==> src/rtl/pong_sched_pkg.sv <==
// Shared types and constants for the frame tick scheduler.
package pong_sched_pkg;

  typedef enum logic [1:0] {
    IDLE  = 2'd0,
    ISSUE = 2'd1,
    WAIT  = 2'd2
  } sched_state_e;

  localparam int FRAME_CNT_W = 16;

  // Stage index needs at least one bit even for a single stage.
  function automatic int idx_width(input int n_stages);
    return (n_stages > 1) ? $clog2(n_stages) : 1;
  endfunction

endpackage

==> src/rtl/sched_timeout.sv <==
// Per-stage wait counter: zeroed by clear_i, counts enabled cycles,
// expired_o flags the last permitted wait cycle.
module sched_timeout #(
  parameter int TIMEOUT_CYCLES = 65535
) (
  input  logic clk_i,
  input  logic rst_i,
  input  logic clear_i,
  input  logic enable_i,
  output logic expired_o
);

  localparam int CNT_W = $clog2(TIMEOUT_CYCLES + 1);

  logic [CNT_W-1:0] cnt_q, cnt_d;

  always_comb begin
    cnt_d = cnt_q;
    if (clear_i) begin
      cnt_d = '0;
    end else if (enable_i) begin
      cnt_d = cnt_q + CNT_W'(1);
    end
  end

  always_ff @(posedge clk_i) begin
    if (rst_i) begin
      cnt_q <= '0;
    end else begin
      cnt_q <= cnt_d;
    end
  end

  assign expired_o = (cnt_q == CNT_W'(TIMEOUT_CYCLES - 1));

endmodule

==> src/rtl/game_tick_sched.sv <==
// Frame tick scheduler: on each accepted strobe, starts the update stages
// one after another, waiting for each stage's done (or timeout).
//
//   state | meaning
//   IDLE  | no frame in progress, waiting for an unpaused strobe
//   ISSUE | one-cycle start pulse on stage_start_o[idx]
//   WAIT  | waiting for stage_done_i[idx] or wait-counter expiry
module game_tick_sched
  import pong_sched_pkg::*;
#(
  parameter int N_STAGES       = 4,
  parameter int TIMEOUT_CYCLES = 65535
) (
  input  logic                   clk_i,
  input  logic                   rst_i,
  input  logic                   strobe_i,
  input  logic                   pause_i,
  input  logic                   clear_i,
  input  logic [N_STAGES-1:0]    stage_done_i,
  output logic [N_STAGES-1:0]    stage_start_o,
  output logic                   busy_o,
  output logic                   overrun_o,
  output logic                   timeout_o,
  output logic [FRAME_CNT_W-1:0] frame_cnt_o
);

  localparam int IDX_W = idx_width(N_STAGES);

  sched_state_e            state_q, state_d;
  logic [IDX_W-1:0]        idx_q, idx_d;
  logic [N_STAGES-1:0]     stage_start_q, stage_start_d;
  logic                    busy_q, busy_d;
  logic                    overrun_q, overrun_d;
  logic                    timeout_q, timeout_d;
  logic [FRAME_CNT_W-1:0]  frame_cnt_q, frame_cnt_d;

  logic done_cur;
  logic expired;
  logic tmr_clear;
  logic tmr_enable;
  logic overrun_set;
  logic timeout_set;
  logic stage_fin;

  assign done_cur   = stage_done_i[idx_q];
  assign tmr_clear  = (state_q != WAIT);
  assign tmr_enable = (state_q == WAIT) && !done_cur;

  sched_timeout #(
    .TIMEOUT_CYCLES(TIMEOUT_CYCLES)
  ) u_timeout (
    .clk_i    (clk_i),
    .rst_i    (rst_i),
    .clear_i  (tmr_clear),
    .enable_i (tmr_enable),
    .expired_o(expired)
  );

  always_comb begin
    state_d     = state_q;
    idx_d       = idx_q;
    frame_cnt_d = frame_cnt_q;

    overrun_set = strobe_i && (state_q != IDLE);
    timeout_set = (state_q == WAIT) && !done_cur && expired;
    stage_fin   = (state_q == WAIT) && (done_cur || expired);

    case (state_q)
      IDLE: begin
        if (strobe_i && !pause_i) begin
          idx_d   = '0;
          state_d = ISSUE;
        end
      end
      ISSUE: begin
        state_d = WAIT;
      end
      WAIT: begin
        if (stage_fin) begin
          if (idx_q == IDX_W'(N_STAGES - 1)) begin
            state_d     = IDLE;
            frame_cnt_d = frame_cnt_q + FRAME_CNT_W'(1);
          end else begin
            idx_d   = idx_q + IDX_W'(1);
            state_d = ISSUE;
          end
        end
      end
      default: begin
        state_d = IDLE;
      end
    endcase

    // Outputs are registered from the next state so they line up with it.
    stage_start_d = '0;
    if (state_d == ISSUE) begin
      stage_start_d = N_STAGES'(1) << idx_d;
    end
    busy_d = (state_d != IDLE);

    // A set event in the same cycle beats clear_i.
    overrun_d = overrun_q;
    if (overrun_set) begin
      overrun_d = 1'b1;
    end else if (clear_i) begin
      overrun_d = 1'b0;
    end

    timeout_d = timeout_q;
    if (timeout_set) begin
      timeout_d = 1'b1;
    end else if (clear_i) begin
      timeout_d = 1'b0;
    end
  end

  always_ff @(posedge clk_i) begin
    if (rst_i) begin
      state_q       <= IDLE;
      idx_q         <= '0;
      stage_start_q <= '0;
      busy_q        <= 1'b0;
      overrun_q     <= 1'b0;
      timeout_q     <= 1'b0;
      frame_cnt_q   <= '0;
    end else begin
      state_q       <= state_d;
      idx_q         <= idx_d;
      stage_start_q <= stage_start_d;
      busy_q        <= busy_d;
      overrun_q     <= overrun_d;
      timeout_q     <= timeout_d;
      frame_cnt_q   <= frame_cnt_d;
    end
  end

  assign stage_start_o = stage_start_q;
  assign busy_o        = busy_q;
  assign overrun_o     = overrun_q;
  assign timeout_o     = timeout_q;
  assign frame_cnt_o   = frame_cnt_q;

endmodule

==> config.mk <==
export PLATFORM = sky130hd
export DESIGN_NAME = game_tick_sched
export DESIGN_NICKNAME = d
export VERILOG_FILES = /design/src/rtl/pong_sched_pkg.sv /design/src/rtl/sched_timeout.sv /design/src/rtl/game_tick_sched.sv
export SDC_FILE = /design/constraint.sdc
export NUM_CORES = 1
export LEC_CHECK = 0
export CELL_PAD_IN_SITES_DETAIL_PLACEMENT = 0
export CELL_PAD_IN_SITES_GLOBAL_PLACEMENT = 2
export CORE_MARGIN = 2
export CORE_UTILIZATION = 34
export DETAILED_ROUTE_END_ITERATION = 7
export PLACE_DENSITY = 0.86
export SYNTH_ARGS = -nofsm -noshare
export SYNTH_HDL_FRONTEND = slang
export SYNTH_SLANG_ARGS = --single-unit
export TNS_END_PERCENT = 50
==> constraint.sdc <==
create_clock -name clk_i -period 3.72 [get_ports clk_i]
set_clock_uncertainty 0.05 [all_clocks]
set_input_delay 0.372 -clock clk_i [delete_from_list [all_inputs] [get_ports clk_i]]
set_output_delay 0.372 -clock clk_i [all_outputs]
set_load 0.05 [all_outputs]
==> results of run 1 <==
-- worst paths after layout --
kind / startpoint / to / cells past startpoint
worst max-delay path: idx_q[0] / u_timeout.cnt_q[15] / 4
worst min-delay path: timeout_o / timeout_o / 2
worst max register to register: idx_q[0] / u_timeout.cnt_q[15] / 4
worst min register to register: timeout_o / timeout_o / 2
-- area by class of cell --
type	count	area share, %
timing repair buffer	35	13.4
sequential	43	33.8
multi-input combinational	178	44.7
clock inverter	1	1.18
tap	75	3.68
inverter	3	0.442
clock buffer	6	2.85
-- metrics by stage --
stage	utilization, %	total power, µW	hold WS, ns	setup WS [ns]
floorplan	-	512	0.411	1.46
global placement	41.5	534	0.411	0.907
detailed placement	41.5	534	0.417	0.854
CTS	43.3	892	0.430	1.04
global route	43.3	914	0.454	0.937
finish	43.3	879	0.431	1.07
-- where the power goes --
| group | internal [µW] | switching, µW | total [µW] |
|---|---|---|---|
| clock network | 197 | 160 | 357 |
| logic | 22.7 | 32.7 | 55.4 |
| registers | 463 | 3.36 | 467 |
-- cells in the mapped netlist (all sizes together), types with 2 or more instances --
master and count:
inv 3, and4 5, and2 3, or3 11, buf 2, nand2 13
nand2b 7, nor4 3, nor2 12, xnor2 6, clkbuf 11, nor2b 7
o31ai 12, nor3b 3, a21oi 28, mux2 3, and3 3, ha 3
a41o 2, nor3 3, nor4b 2, o21ai 12, dfxtp 43, nand3 9
nand3b 2, nand4 8, or4 13
-- metal layers --
layer / track usage [%] / part of all wire (%) / up-vias
li1: - / - / 946
met1: 20.2 / 51 / 860
met2: 23.8 / 45 / 28
met3: 3.63 / 2.8 / 5
met4: 5.50 / 1.4 / 0
met5: 0 / 0 / -
-- state kept, by name, summed over array words and instances, names as in the netlist --
name and flops:
timeout_o 1, overrun_o 1, busy_o 1, idx_q 2, state_q 2, u_timeout.cnt_q 16
stage_start_o 4, frame_cnt_o 16
-- cell families after synthesis --
kind of cell | count (synthesis)
buf+inv | 16
flops | 43
mux | 5
fa+ha+maj | 3
xor+xnor | 7
simple gates | 107
compound gates | 56
-- critical path: stages (launching register included) --
cell	delay [ns]
dfxtp_1	0.51
mux4_2	0.71
or4b_1	0.72
or4_1	0.44
a21oi_1	0.15
==> metrics.md, run 1 <==
| Metric | Value |
|---|---|
| Status | `finished clean` |
| Synth Area in Compound Gates | `about 16%` |
| Vias per std cell | `5.39` |
| Root Buffer | `clkbuf_8` |
| H-tree depth | `2` |
| Fmax | `377 MHz` |
| Slew @ Worst Pin | `0.795 ns` |
| Post-CTS Setup Bufs | `0` |
| CP max FO | `15` |
| Final Max Tran Viols | `0` |
| Fillers | `~600` |
| Flops & latches, synth | `between 40 and 50` |
| Multi-input logic area | `about 1100 µm²` |
| Synth Area per Inst | `8.70 µm²` |
| Power Dens Cells | `between 300 and 400 nW/µm²` |
| Avg WL per Cell | `between 10 and 15 µm` |
| Synth Instances | `~240` |
| Nets | `278` |
| Post-layout min period | `2.65 ns` |
| TritonRoute pass-1 iters | `4` |
| PortBufs | `31` |
| Synth cell types | `38` |
| Placer congestion estimate | `about 0.77` |
| Reg area | `861 µm²` |
| Top post-synthesis cells by area | `dfxtp_1, a21oi_1, or4_1` |
| Mux cell area share after synthesis | `3.22%` |
| Worst-Skew Late Latency | `approximately 0.30 ns` |
| Kind of critical path | `reg -> reg` |
| Die Wd | `81.9 µm` |
| Overall routing resource usage | `15.2%` |
| Num Clock Sinks | `43` |
| R2R Setup Slk | `between 1 and 1.5 ns` |
| Startpoint Class | `flop` |
| Final Cell Area | `between 2000 and 3000 µm²` |
| GRT overflow | `0` |
| Synthesized Nets | `~250` |
| Period utilization | `71.3%` |
| Area of the mapped netlist | `approximately 2100 µm²` |
| Setup_tns | `0 ns` |
| Placed Instances | `between 300 and 400` |
| Most common cell after layout, fill and taps aside | `dfxtp_1` |
| Asr flop ratio synth | `0%` |
| RSZ-0062 raised after global routing | `no` |
| Pin count of the biggest net entering global routing | `20` |
| IO Pins | `32` |
| Global-route wire length before repair | `7900 µm` |
| Post-DRT Antenna Nets | `0` |
| # hold bufs at CTS | `0` |
| Final Hold Vio Count | `0` |
| Starting Density | `between 30% and 40%` |
| Pleak | `about 0.00075 µW` |
| DR vias | `approximately 1800` |
| Worst Hold Class | `reg -> reg` |
| Area leader, netlist | `dfxtp_1` |
| Setup violators final | `0` |
| Post-DP Area | `2440 µm²` |
| Core Box Area | `roughly 6000 µm²` |
| Synth Area in Adders | `about 1.8%` |
| Clock Path Buffers | `2` |
| Initial antenna violation count | `0` |
| CP required | `3.89 ns` |
| Synth top area share | `a little over two fifths` |
| EDFF count, synth | `0` |
| Worst vdd ir | `roughly 0.18 mV` |
| Std-Cell Rows | `28` |
| Die Ht | `about 82 µm` |
| Most frequent cells in the layout | `dfxtp_1, clkdlybuf4s50_1, a21oi_1` |
| CTS tree | `yes` |
| Diodes inserted | `0` |
| Resize count post-CTS | `0` |
| Drt first-iter violations | `90` |
| Layout cells sized above 1 | `5.64%` |
| Drt drc | `0` |
| Sequential fraction of the synthesis area | `about two fifths` |
| Worst endpoint data arrival time | `between 2 and 3 ns` |
| Die area | `approximately 6700 µm²` |
| Clock transition at path regs | `0.09 ns` |
| Synth Area in Simple Gates | `between 30% and 40%` |
| Worst setup EP type | `flop` |
| TritonCTS Buffers | `5` |
| Cell Count, Final, Fillers Out | `approximately 340` |
| Routed WL | `around 4600 µm` |
| Vias in the first global route | `roughly 1700` |
| Detailed Place HPWL | `3180 µm` |
| Area grow syn2layout | `23.6%` |
| YS warnings | `0` |
| Max Cap Viol | `0` |
| Largest family of logic cells by synthesized area | `simple AND/OR/NAND/NOR gates` |
| Normalized max-slew margin | `a little under half` |
| Area share of xor/xnor cells in the synthesized design | `under 10%` |
| Ys flop type | `dfxtp_1` |
No activity file was read; power rests on OpenSTA's default activity.
==> inputs of run 2 (changes only) <==
Settings changed: CORE_UTILIZATION 34 to 29, PLACE_DENSITY 0.86 to 0.78.
Clock period 3.72 ns to 2.3 ns, I/O delays scaled along.
==> run 2 against run 1 <==
  * Combinational power increased by 99%
  * Sequential power up 61%
  * Wire length up 10%
  * Fmax rose by 22%
  * Total power up 67%
  * Design area rose by 6.4%
  * Clock power grew 70%
  * Register-to-register slack got worse by 0.93 ns
  * Sequential cell count unchanged
  * Via count is 2.2% higher
  * Utilization decreased by 3.6 points
  * Critical path depth unchanged
  * Largest power group unchanged
==> metrics.md, run 2 (synthesis results as in run 1) <==
| Metric | Value |
|---|---|
| Startpoint Class | `flop` |
| Die Wd | `88.3 µm (+7.9%)` |
| Root Buffer | `clkbuf_8` |
| Area grow syn2layout | `31.5%` |
| Worst setup EP type | `flop` |
| DR vias | `1879 (+2.2%)` |
| Post-DRT Antenna Nets | `0 (unchanged)` |
| CP Depth | `4 (unchanged)` |
| Final Max Tran Viols | `0 (unchanged)` |
| WP buf/inv | `0 (unchanged)` |
| Critical-path cell list | `mux4_2, or4b_4, or4_1, a21oi_1` |
| Worst vdd ir | `0.232 mV (+28%)` |
| Placer congestion estimate | `0.722 (-6.6%)` |
| Num Clock Sinks | `43 (unchanged)` |
| Cell Count, Final, Fillers Out | `376 (+10%)` |
| PortBufs | `31 (unchanged)` |
| Power Dens Cells | `542 nW/µm² (+57%)` |
| Die Ht | `88.3 µm (+7.9%)` |
| TritonRoute pass-1 iters | `4 (unchanged)` |
| Worst endpoint data arrival time | `2.35 ns (-0.47 ns)` |
| Layout cells sized above 1 | `11.1% (+5.4 points)` |
| Global-route wire length before repair | `8800 µm (+11%)` |
| Period utilization | `94.2% (+23 points)` |
| Max Cap Viol | `0 (unchanged)` |
| GRT overflow | `0 (unchanged)` |
| CP required | `2.49 ns (-1.40 ns)` |
| Starting Density | `30.2% (-4.8 points)` |
| Fmax | `462 MHz (+22%)` |
| Status | `finished clean` |
| Most frequent cells in the layout | `dfxtp_1, clkdlybuf4s50_1, a21oi_1` |
| CTS tree | `yes` |
| Pin count of the biggest net entering global routing | `18 (-10%)` |
| Largest stage delay, worst path | `0.60 ns (-0.12 ns)` |
| Worst Hold Class | `reg -> reg` |
| Most common cell after layout, fill and taps aside | `dfxtp_1` |
| Crit-path leading delay family | `simple AND/OR/NAND/NOR gates` |
| RSZ-0062 raised after global routing | `no` |
| Die area | `7800 µm² (+16%)` |
| Nets | `291 (+4.7%)` |
| Post-layout min period | `2.17 ns (-0.486 ns)` |
| Reg2reg path depth | `4 (unchanged)` |
| Clock transition at path regs | `0.09 ns (about the same)` |
| Routed WL | `5100 µm (+10%)` |
| TritonCTS Buffers | `5 (unchanged)` |
| Vias per std cell | `5.00 (-7.3%)` |
| Final Hold Vio Count | `0 (unchanged)` |
| Std-Cell Rows | `30 (+7.1%)` |
| Final Core Density | `39.7% (-3.6 points)` |
| Diodes inserted | `0 (unchanged)` |
| Post-CTS Setup Bufs | `0 (unchanged)` |
| Setup violators final | `0 (unchanged)` |
| # hold bufs at CTS | `0 (unchanged)` |
| Setup_tns | `0 ns (unchanged)` |
| Slew @ Worst Pin | `0.517 ns (-0.279 ns)` |
| IO Pins | `32 (unchanged)` |
| Post-route total power | `1470 µW (+67%)` |
| Post-DP Area | `2590 µm² (+6.1%)` |
| H-tree depth | `2 (unchanged)` |
| Drt drc | `0 (unchanged)` |
| Clock Path Buffers | `2 (unchanged)` |
| Final Cell Area | `2710 µm² (+6.4%)` |
| Worst-Skew Late Latency | `0.30 ns (about the same)` |
| CP max FO | `9 (-6)` |
| Overall routing resource usage | `14.5% (-0.65 points)` |
| Pleak | `0.000834 µW (+11%)` |
| Vias in the first global route | `1834 (+7.8%)` |
| Kind of critical path | `reg -> reg` |
| Hold path depth | `2 (unchanged)` |
| Avg WL per Cell | `13.6 µm (-0.18%)` |
| Detailed Place HPWL | `3660 µm (+15%)` |
| Drt first-iter violations | `61 (-32%)` |
| Initial antenna violation count | `0 (unchanged)` |
| Core Box Area | `6830 µm² (+16%)` |
| Placed Instances | `368 (+10%)` |
| Normalized max-slew margin | `65.5% (+19 points)` |
| Crit-path slowest cell | `or4b_4` |
run 2: changes by cell type in the layout (fill, tap and decap cells not counted), sizes merged:
cell and change:
clkbuf -1, clkinv +2, buf +13
run 2: final timing paths:
kind         slack [ns]                  end      start
min                0.43            timeout_o  timeout_o
max                0.13  u_timeout.cnt_q[15]   idx_q[0]
max reg2reg        0.13  u_timeout.cnt_q[15]   idx_q[0]
min reg2reg        0.43            timeout_o  timeout_o
run 2: metrics by stage:
| stage | hold slack, ns | setup slack [ns] |
|---|---|---|
| after CTS | 0.430 | 0.0320 |
| after global routing | 0.435 | 0.0237 |
| after floorplan | 0.341 | 0.0398 |
| after global placement | 0.411 | -0.161 |
| final | 0.426 | 0.134 |
| after detailed placement | 0.416 | -0.182 |
run 2: area by class of cell:
class	instances	area [µm²]
clock buffer	5	68.8
clock inverter	3	43.8
fill	715	4120
inverter	3	11.3
multi-input combinational	178	1140
sequential	43	861
tap	96	120
timing repair buffer	48	463
run 2: routing by layer:
layer,global-route usage [%],share of wire [%],up-vias
met5,0,0,-
li1,-,-,971
met2,22.8,49,19
met1,19.4,47,883
met4,6.34,1.7,0
met3,2.89,2.1,6
run 2: power by group:
part	leakage (µW)	switching (µW)	internal (µW)
registers	0.000347	4.04	750
clock network	0.0000581	282	324
logic	0.000429	59.4	50.9
run 2: worst min-delay path, cell delays in order (launching register included):
cell      delay [ns]
dfxtp_1         0.32
nand2b_1        0.06
a21oi_1         0.05
run 2: timing repair:
action / in CTS / in global routing
hold endpoints to repair: 0 / 0
setup endpoints to repair: 0 / 2
gates resized for setup: 0 / 1
==> variant: new RTL, config.mk and constraints of run 2 <==
`TIMEOUT_CYCLES` is set to 65535 in 2 places; all go to 32767.
--- a/src/rtl/sched_timeout.sv
+++ b/src/rtl/sched_timeout.sv
@@ -1,7 +1,7 @@
 // Per-stage wait counter: zeroed by clear_i, counts enabled cycles,
 // expired_o flags the last permitted wait cycle.
 module sched_timeout #(
-  parameter int TIMEOUT_CYCLES = 65535
+  parameter int TIMEOUT_CYCLES = 32767
 ) (
   input  logic clk_i,
   input  logic rst_i,
--- a/src/rtl/game_tick_sched.sv
+++ b/src/rtl/game_tick_sched.sv
@@ -9,7 +9,7 @@
   import pong_sched_pkg::*;
 #(
   parameter int N_STAGES       = 4,
-  parameter int TIMEOUT_CYCLES = 65535
+  parameter int TIMEOUT_CYCLES = 32767
 ) (
   input  logic                   clk_i,
   input  logic                   rst_i,
Function: no difference found for any inputs over 10 cycles, from zero or initial values and one cycle with rst_i high; that may be too few to reach the edited logic, so the function may still have changed.
==> variant against run 2 <==
Sequential cell count shrank 1; synthesized area decreased by 0.61%; total power grew 7.3%; synthesized cell count unchanged; highest routed layer unchanged; largest cell class unchanged; via count is 3.0% lower; setup slack better by 0.049 ns; fmax up 2.3%; critical path type unchanged; critical path depth unchanged; worst hold slack worse by 0.0032 ns; cell area fell by 1.8%; routed wire length is 2.9% lower; first-iteration DRC count is 11% higher.
==> variant: results (changes against run 2) <==
Outcome = finished clean
Iter 0 DRT Violations = 68 (+11%)
Synth Warn # = 0 (unchanged)
Pleak = 0.850 nW (+1.9%)
WL final = 4.95 mm (-2.9%)
M2 GR Usage = 22.7% (-0.034 points)
Critical Path Fanout Max = 6 (-3)
Placed instance count = 362 (-1.6%)
Adder-cell share of the synthesized area = 1.83% (+0.011 points)
Tot GR Track Use = 13.9% (-0.60 points)
Placer Congestion = 0.710 (-1.7%)
Dpl hpwl = 3.47 mm (-5.1%)
Slew Limit Headroom = 66.6% (+1.1 points)
CP max stage cell = mux4_2
Synth area leaders = dfxtp_1, a21oi_1, mux2_2, or4_1, o31ai_1
Met1 global-route usage = 17.3% (-2.1 points)
Seq/Total Area, Yosys = 41.1% (-0.72 points)
DR WL/cell = 13.4 um (-1.4%)
CP max stage delay = 0.54 ns (-0.06 ns)
Worst EP arrival = 2.31 ns (-0.04 ns)
VDD IR-drop max = 0.231 mV (-0.43%)
Placement Setup Slack = 0.0104 ns (+0.192 ns)
Via count = 1822 (-3.0%)
Fraction of layout cells with a size suffix above 1 = 11.7% (+0.61 points)
P_sw = 0.335 mW (-2.9%)
Complex-gate fraction of the synthesized area = 13.9% (-2.0 points)
Largest net degree at the start of global routing = 32 (+14)
Layout Nets = 285 (-2.1%)
Post-synthesis mux area share = 4.95% (+1.7 points)
Met3 usage = 3.49% (+0.60 points)
## variant: kinds of logic after synthesis
logic type                 Yosys count
buffers and inverters               19
adders and majority gates            3
muxes                                8
xor gates and xnor gates             7
DFF                                 42
and+or+nand+nor                    110
AOI/OAI and AO/OA                   48
## variant: layer usage
layer | wire [um] | share of wire, %
met5 | 0 | 0
met4 | 92 | 1.9
met3 | 178 | 3.6
met2 | 2330 | 47
met1 | 2350 | 47
## variant: power groups by stage
| stage | combinational (mW) | sequential, mW | clock (mW) |
|---|---|---|---|
| 2_1_floorplan | 0.0467 | 0.765 | 0 |
| 3_3_place_gp | 0.104 | 0.754 | 0 |
| 3_5_place_dp | 0.104 | 0.754 | 0 |
| 4_1_cts | 0.104 | 0.737 | 0.757 |
| 5_1_grt | 0.111 | 0.738 | 0.784 |
| 6_report | 0.102 | 0.737 | 0.738 |
## variant: area by class of cell
cell class | count | area, um2
Fill cell | 728 | 4170
Multi-Input combinational cell | 176 | 1120
Sequential cell | 42 | 841
Timing Repair Buffer | 44 | 420
Tap cell | 96 | 120
Clock buffer | 6 | 82.6
Clock inverter | 2 | 60.1
Inverter | 4 | 15.0
## variant: worst paths after layout
check	slack (ns)	start	depth (start not counted)	end
setup reg to reg	0.18	idx_q[0]	4	u_timeout.cnt_q[13]
hold / removal	0.42	overrun_o	2	overrun_o
setup / recovery	0.18	idx_q[0]	4	u_timeout.cnt_q[13]
hold reg to reg	0.42	overrun_o	2	overrun_o
## variant: worst reg2reg max path, delay by kind of cell, from the launching register on
family,cells,cell delay [ns]
simple gates,2,0.92
mux,1,0.55
flops,1,0.40
compound gates,1,0.14
## variant: metrics by stage
stage | hold slack (ns) | instance area, um2
2_1_floorplan | 0.341 | 2050
3_3_place_gp | 0.413 | 2520
3_5_place_dp | 0.417 | 2520
4_1_cts | 0.429 | 2660
5_1_grt | 0.459 | 2660
6_report | 0.423 | 2660
